## src/rtl/imem_boot_loader.sv

```systemverilog
// imem_boot_loader
// Streams 32-bit instruction words into a byte-wide instruction-memory command
// port. Each word is written most-significant byte first. After the last word,
// start_signal is raised so the core begins execution.
// Optional read-back verification of every written byte is enabled by defining
// the macro IMEM_LOADER_VERIFY_EN.
module imem_boot_loader #(
    parameter logic [7:0] CMD_WRITE  = 8'd2,
    parameter logic [7:0] CMD_READ   = 8'd1,
    parameter int         GAP_CYCLES = 4,
    parameter int         TIMEOUT    = 64
) (
    input  logic        clk,
    input  logic        rst_n,
    input  logic        load_req,
    input  logic [31:0] word_data,
    input  logic        word_valid,
    input  logic        word_last,
    output logic        word_ready,
    output logic [7:0]  cmd,
    output logic        cmd_valid,
    output logic [7:0]  address,
    output logic [7:0]  data_in,
    input  logic        cmd_done,
    input  logic [7:0]  data_out,
    output logic        start_signal,
    output logic        busy,
    output logic        err
);

`ifdef IMEM_LOADER_VERIFY_EN
    typedef enum logic [3:0] {
        IDLE, ACCEPT, ISSUE, WAIT_DONE, GAP, RUN, ERROR, RD_ISSUE, RD_WAIT, RD_GAP
    } state_t;
`else
    typedef enum logic [2:0] {
        IDLE, ACCEPT, ISSUE, WAIT_DONE, GAP, RUN, ERROR
    } state_t;
`endif

    // One counter serves both the GAP spacing and the cmd_done timeout.
    localparam int CNT_MAX = (TIMEOUT > GAP_CYCLES) ? TIMEOUT : GAP_CYCLES;
    localparam int CNT_W   = $clog2(CNT_MAX + 1);
    localparam logic [CNT_W-1:0] TO_LAST  = CNT_W'(TIMEOUT - 1);
    localparam logic [CNT_W-1:0] GAP_LAST = CNT_W'(GAP_CYCLES - 1);

    state_t           state, state_n;
    logic [8:0]       ptr, ptr_n;        // bit 8 set means all 256 bytes used
    logic [1:0]       idx, idx_n;
    logic             last_q, last_n;
    logic [CNT_W-1:0] cnt, cnt_n;
    logic [31:0]      word_q;
    logic [7:0]       cmd_n;
    logic             cmd_valid_n;
    logic [7:0]       address_n;
    logic [7:0]       data_in_n;
    logic             advance;
    logic             accept;

    // Byte i of a word, byte 0 being the most significant.
    function automatic logic [7:0] byte_sel(input logic [31:0] w, input logic [1:0] i);
        case (i)
            2'd0:    byte_sel = w[31:24];
            2'd1:    byte_sel = w[23:16];
            2'd2:    byte_sel = w[15:8];
            default: byte_sel = w[7:0];
        endcase
    endfunction

    assign accept       = (state == ACCEPT) && word_valid;
    assign word_ready   = (state == ACCEPT);
    assign start_signal = (state == RUN);
    assign err          = (state == ERROR);
    assign busy         = (state != IDLE) && (state != RUN);

`ifndef IMEM_LOADER_VERIFY_EN
    // Read-back path is absent in this build.
    logic unused_rd;
    assign unused_rd = ^{data_out, CMD_READ};
`endif

    // Next-state, pointer, counter and command-port values.
    always_comb begin
        state_n     = state;
        ptr_n       = ptr;
        idx_n       = idx;
        last_n      = last_q;
        cnt_n       = cnt;
        cmd_n       = cmd;
        cmd_valid_n = cmd_valid;
        address_n   = address;
        data_in_n   = data_in;
        advance     = 1'b0;

        case (state)
            IDLE: ;
            ACCEPT: begin
                if (word_valid) begin
                    last_n = word_last;
                    idx_n  = 2'd0;
                    if (ptr[8]) begin
                        state_n = ERROR;
                    end else begin
                        state_n     = ISSUE;
                        cmd_n       = CMD_WRITE;
                        cmd_valid_n = 1'b1;
                        address_n   = ptr[7:0];
                        data_in_n   = word_data[31:24];
                    end
                end
            end
            ISSUE: begin
                state_n = WAIT_DONE;
                cnt_n   = '0;
            end
            WAIT_DONE: begin
                if (cmd_done) begin
                    cmd_n       = '0;
                    cmd_valid_n = 1'b0;
                    address_n   = '0;
                    data_in_n   = '0;
                    ptr_n       = ptr + 9'd1;
                    cnt_n       = '0;
                    state_n     = GAP;
                end else if (cnt == TO_LAST) begin
                    cmd_n       = '0;
                    cmd_valid_n = 1'b0;
                    address_n   = '0;
                    data_in_n   = '0;
                    state_n     = ERROR;
                end else begin
                    cnt_n = cnt + CNT_W'(1);
                end
            end
            GAP: begin
                if (cnt == GAP_LAST) begin
`ifdef IMEM_LOADER_VERIFY_EN
                    // Read back the byte just written; ptr already points past it.
                    state_n     = RD_ISSUE;
                    cmd_n       = CMD_READ;
                    cmd_valid_n = 1'b1;
                    address_n   = ptr[7:0] - 8'd1;
                    data_in_n   = '0;
`else
                    advance = 1'b1;
`endif
                end else begin
                    cnt_n = cnt + CNT_W'(1);
                end
            end
`ifdef IMEM_LOADER_VERIFY_EN
            RD_ISSUE: begin
                state_n = RD_WAIT;
                cnt_n   = '0;
            end
            RD_WAIT: begin
                if (cmd_done || (cnt == TO_LAST)) begin
                    cmd_n       = '0;
                    cmd_valid_n = 1'b0;
                    address_n   = '0;
                    cnt_n       = '0;
                    if (cmd_done && (data_out == byte_sel(word_q, idx)))
                        state_n = RD_GAP;
                    else
                        state_n = ERROR;
                end else begin
                    cnt_n = cnt + CNT_W'(1);
                end
            end
            RD_GAP: begin
                if (cnt == GAP_LAST)
                    advance = 1'b1;
                else
                    cnt_n = cnt + CNT_W'(1);
            end
`endif
            RUN: ;
            ERROR: ;
            default: state_n = IDLE;
        endcase

        // End of a byte's spacing: next byte of this word, next word, or run.
        if (advance) begin
            cnt_n = '0;
            if (idx != 2'd3) begin
                if (ptr[8]) begin
                    state_n = ERROR;
                end else begin
                    idx_n       = idx + 2'd1;
                    state_n     = ISSUE;
                    cmd_n       = CMD_WRITE;
                    cmd_valid_n = 1'b1;
                    address_n   = ptr[7:0];
                    data_in_n   = byte_sel(word_q, idx + 2'd1);
                end
            end else if (last_q) begin
                state_n = RUN;
            end else begin
                state_n = ACCEPT;
            end
        end

        // load_req restarts from address 0 out of any state, aborting a command.
        if (load_req) begin
            state_n     = ACCEPT;
            ptr_n       = '0;
            cnt_n       = '0;
            cmd_n       = '0;
            cmd_valid_n = 1'b0;
            address_n   = '0;
            data_in_n   = '0;
        end
    end

    // Control state and the registered command port.
    always_ff @(posedge clk or negedge rst_n) begin
        if (!rst_n) begin
            state     <= IDLE;
            ptr       <= '0;
            idx       <= '0;
            last_q    <= 1'b0;
            cnt       <= '0;
            cmd       <= '0;
            cmd_valid <= 1'b0;
            address   <= '0;
            data_in   <= '0;
        end else begin
            state     <= state_n;
            ptr       <= ptr_n;
            idx       <= idx_n;
            last_q    <= last_n;
            cnt       <= cnt_n;
            cmd       <= cmd_n;
            cmd_valid <= cmd_valid_n;
            address   <= address_n;
            data_in   <= data_in_n;
        end
    end

    // Word holding register; only meaningful after a word is accepted.
    always_ff @(posedge clk) begin
        if (accept)
            word_q <= word_data;
    end

endmodule
```

## config.mk

```make
export PLATFORM = sky130hd
export DESIGN_NAME = imem_boot_loader
export DESIGN_NICKNAME = d
export VERILOG_FILES = /design/src/rtl/imem_boot_loader.sv
export SDC_FILE = /design/constraint.sdc
export NUM_CORES = 1
export LEC_CHECK = 0
export CORE_UTILIZATION = 50
export CTS_CLUSTER_DIAMETER = 100
export DETAILED_ROUTE_END_ITERATION = 8
export GPL_ROUTABILITY_DRIVEN = 0
export PLACE_DENSITY_LB_ADDON = 0.3
export SYNTH_ARGS = -nofsm -noshare
export SYNTH_HDL_FRONTEND = slang
export SYNTH_SLANG_ARGS = --single-unit
export TNS_END_PERCENT = 30
```

## constraint.sdc

```tcl
create_clock -name clk -period 2.7 [get_ports clk]
set_clock_uncertainty 0.1 [all_clocks]
set_input_delay 0.27 -clock clk [delete_from_list [all_inputs] [get_ports clk]]
set_output_delay 0.27 -clock clk [all_outputs]
set_load 0.005 [all_outputs]
```

==> out/metrics.yaml <==
power:
  ir_worst_vdd_uv: 377
  p_switching_mw: 1.03
  clkPwrFrac: 0.276
  power_frac_comb: 0.252
  swShare: 0.313
  p_per_area_nw_per_um2: 690
  p_int_mw: 2.25
  seqPwrFrac: 0.472
  leakage_nw: 1.81
  p_total_mw: 3.28
cells_and_area:
  area_growth_pct: 27.2
  antennaDiodeCount: 0
  finalNonFillerCells: 498
  regArea_um2: 2140
  drive_above_1_share: 0.115
  multiInputGateArea_um2: 1470
  nNetsFinal: 447
  fillers: 572
  utilization: 0.655
  fin_area_um2: 4750
yosys:
  synth_warnings: 0
  netlist_area_um2: 3740
  async_flop_share: 0.595
  syn-num-nets: 378
  synth_edf_count: 32
  ys.flop_type: "dfrtp_1"
  synth-seq-cells: 79
  ys_seq_area_frac: 0.572
  synth.avg_cell_area_um2: 11.5
  syn-instance-count: 325
  synth_cell_types: 58
worst_setup_path:
  r2r_end: "idx[1]$_DFF_PN0_"
  critPathArrivalTime_ps: 2050
  rr_startpoint: "cnt[3]$_DFFE_PN0P_"
  critical_path.endpoint_type: "output pin"
  worstPathMaxFanout: 17
  r2r_setup_slack_ps: 330
  crit_type: "flip-flop to output pin"
  setup.worst_path.start_class: "flip-flop"
  rr_worst_depth: 4
  worstPathRequired_ps: 2330
clocking:
  htree_levels: 3
  cts_tree: "yes"
  cts_made_buffers: 9
  clock-sinks: 79
  clk_pin_slew_ps: 90
  clk_latency_ps: 360
  hold_buffers: 0
  clk_path_buf_depth: 2
  cts_root_buffer: "clkbuf_8"
sta:
  max_freq_ghz: 0.413
  worst_pin_slew_ps: 1040
  slew_headroom: 0.304
  rsz0062_at_grt: "false"
  slew_viol_final: 0
  fin_ws_ps: 279
  min_period_ps: 2420
  fin_tns_setup_ps: 0
  fin_crit_sh: 0.896
  finalSetupViolations: 0
  hold_viol: 0
  hold_ws_ps: 7.34
hold_path:
  min_path_type: "input pin to async pin"
placement:
  placed_cell_area_um2: 4540
  dp_slack_ps: 201
  dp_hpwl_um: 5600
  buffer_ports.inserted: 66
  place_inst: 482
die:
  die_area_um2: 7820
  row_count: 31
  core-area_um2: 7250
  die_h_um: 88.4
  die_w_um: 88.4
  pin_count: 75
  initial_utilization: 0.515
global_routing:
  grt_first_pass_wirelength_um: 13900
  grt_max_degree: 48
  antenna_found_initial: 0
  globalRoute.totalOverflow: 0
  grt_pass1_vias: 2815
  grtUsageTotal: 0.238
detailed_routing:
  drtAntennaViolNets: 0
  wl_um: 8360
  first_pass_iters: 6
  drt_iter0_markers: 261
  via_per_inst: 5.90
  wl_per_cell_um: 16.8
  num_vias: 2939
  remaining_drc_errors: 2
status:
  status: "complete, but fails checks"
  violations: "DRC"
flow_run:
  maxCapViolations: 0
[what timing repair did]
action / CTS / global route
hold endpoints to repair: 0 / 0
buffers inserted: 0 / 0
setup endpoints to repair: 0 / 7
resized for setup: 0 / 1
[sequential cells by signal, summed over array words and instances, names as in the netlist]
signal	count
ptr	9
data_in	8
last_q	1
idx	2
cmd_valid	1
address	8
word_q	32
cmd	8
cnt	7
state	3
[power by group through the flow]
stage | Clock [mW] | Sequential (mW) | Combinational [mW]
2_1_floorplan | 0 | 1.53 | 0.490
6_report | 0.905 | 1.55 | 0.827
4_1_cts | 0.925 | 1.55 | 0.825
5_1_grt | 0.979 | 1.57 | 0.915
3_5_place_dp | 0 | 1.57 | 0.820
3_3_place_gp | 0 | 1.56 | 0.803
[logic make-up (layout without fill, tap and decap cells)]
group,count (synthesis),after routing,share of synthesized area
buffers and inverters,37,111,0.0385
XOR/XNOR,6,6,0.0141
AO/OA/AOI/OAI,102,102,0.200
AND/OR/NAND/NOR,90,90,0.140
flip-flops,79,79,0.572
multiplexers,4,4,0.0124
adder cells (fa/ha/maj),7,7,0.0234
[worst max path at each step]
stage                               from              endpoint  slack, ps  cells after the start
floorplan               idx[0]$_DFF_PN0_  address[0]$_DFF_PN0_        490                      6
global placement    state[0]$_DFFE_PN0P_    cnt[0]$_DFFE_PN0P_        310                      4
detailed placement            word_valid  address[3]$_DFF_PN0_        200                      5
CTS                 state[0]$_DFFE_PN0P_    cnt[0]$_DFFE_PN0P_        220                      4
global route        state[0]$_DFFE_PN0P_  address[2]$_DFF_PN0_        150                      4
finish              state[0]$_DFFE_PN0P_                  busy        280                      4
[final cells by class]
| cell class | count | share of cell area |
|---|---|---|
| Sequential cell | 79 | 0.450 |
| Clock inverter | 7 | 0.0169 |
| Multi-Input combinational cell | 209 | 0.309 |
| Timing Repair Buffer | 81 | 0.162 |
| Inverter | 14 | 0.0111 |
| Tap cell | 99 | 0.0261 |
| Clock buffer | 9 | 0.0261 |
[cell usage in the layout, fill, tap and decap left out, drive strengths merged, types with 5 or more instances in the layout]
| master | synthesis | routed |
|---|---|---|
| a211oi | 6 | 6 |
| a21oi | 8 | 8 |
| a222oi | 8 | 8 |
| a22oi | 8 | 8 |
| buf | 6 | 16 |
| clkbuf | 17 | 9 |
| clkdlybuf4s50 | 0 | 65 |
| dfrtp | 47 | 47 |
| edfxtp | 32 | 32 |
| ha | 7 | 7 |
| inv | 13 | 16 |
| nand2 | 19 | 19 |
| nand3 | 7 | 7 |
| nor2 | 19 | 19 |
| nor3 | 5 | 5 |
| nor4b | 9 | 9 |
| o211ai | 10 | 10 |
| o21ai | 34 | 34 |
| o41ai | 10 | 10 |
| xor2 | 5 | 5 |
[critical path, stage by stage, from the launching register on]
cell             delay (ps)
dfrtp_1                 570
nor2b_1                 240
buf_4                   150
or3_1                   290
clkdlybuf4s50_1         440
[synthesized netlist by cell type (2+ instances only)]
| library cell | instances | area [um^2] |
|---|---|---|
| dfrtp_1 | 47 | 1180 |
| edfxtp_1 | 32 | 961 |
| o21ai_0 | 32 | 160 |
| nand2_1 | 19 | 71.3 |
| nor2_1 | 19 | 71.3 |
| clkbuf_1 | 17 | 63.8 |
| inv_1 | 13 | 48.8 |
| o211ai_1 | 10 | 75.1 |
| o41ai_1 | 9 | 78.8 |
| a21oi_1 | 8 | 40.0 |
| a222oi_1 | 8 | 80.1 |
| a22oi_1 | 8 | 60.1 |
| nor4b_1 | 8 | 70.1 |
| ha_1 | 7 | 87.6 |
| nand3_1 | 7 | 35.0 |
| a211oi_1 | 6 | 45.0 |
| nor3_1 | 5 | 25.0 |
| xor2_1 | 5 | 43.8 |
| a22o_1 | 4 | 35.0 |
| buf_2 | 4 | 20.0 |
| nand2b_1 | 4 | 25.0 |
| nor2b_1 | 4 | 25.0 |
| a221o_1 | 3 | 30.0 |
| and2_1 | 3 | 18.8 |
| or3_1 | 3 | 18.8 |
| a221oi_1 | 2 | 17.5 |
| buf_1 | 2 | 7.51 |
| mux2i_1 | 2 | 20.0 |
| nand3b_1 | 2 | 15.0 |
| nor3b_1 | 2 | 15.0 |
| o311a_1 | 2 | 20.0 |
| or3b_2 | 2 | 17.5 |
[per-layer routing]
metal | track usage | up-vias | wire length (um)
li1 | - | 1382 | -
met1 | 0.326 | 1443 | 3720
met2 | 0.373 | 98 | 4010
met3 | 0.0522 | 16 | 466
met4 | 0.0894 | 0 | 157
met5 | 0 | - | 0
Note: power is estimated with default switching activity, not from simulation.
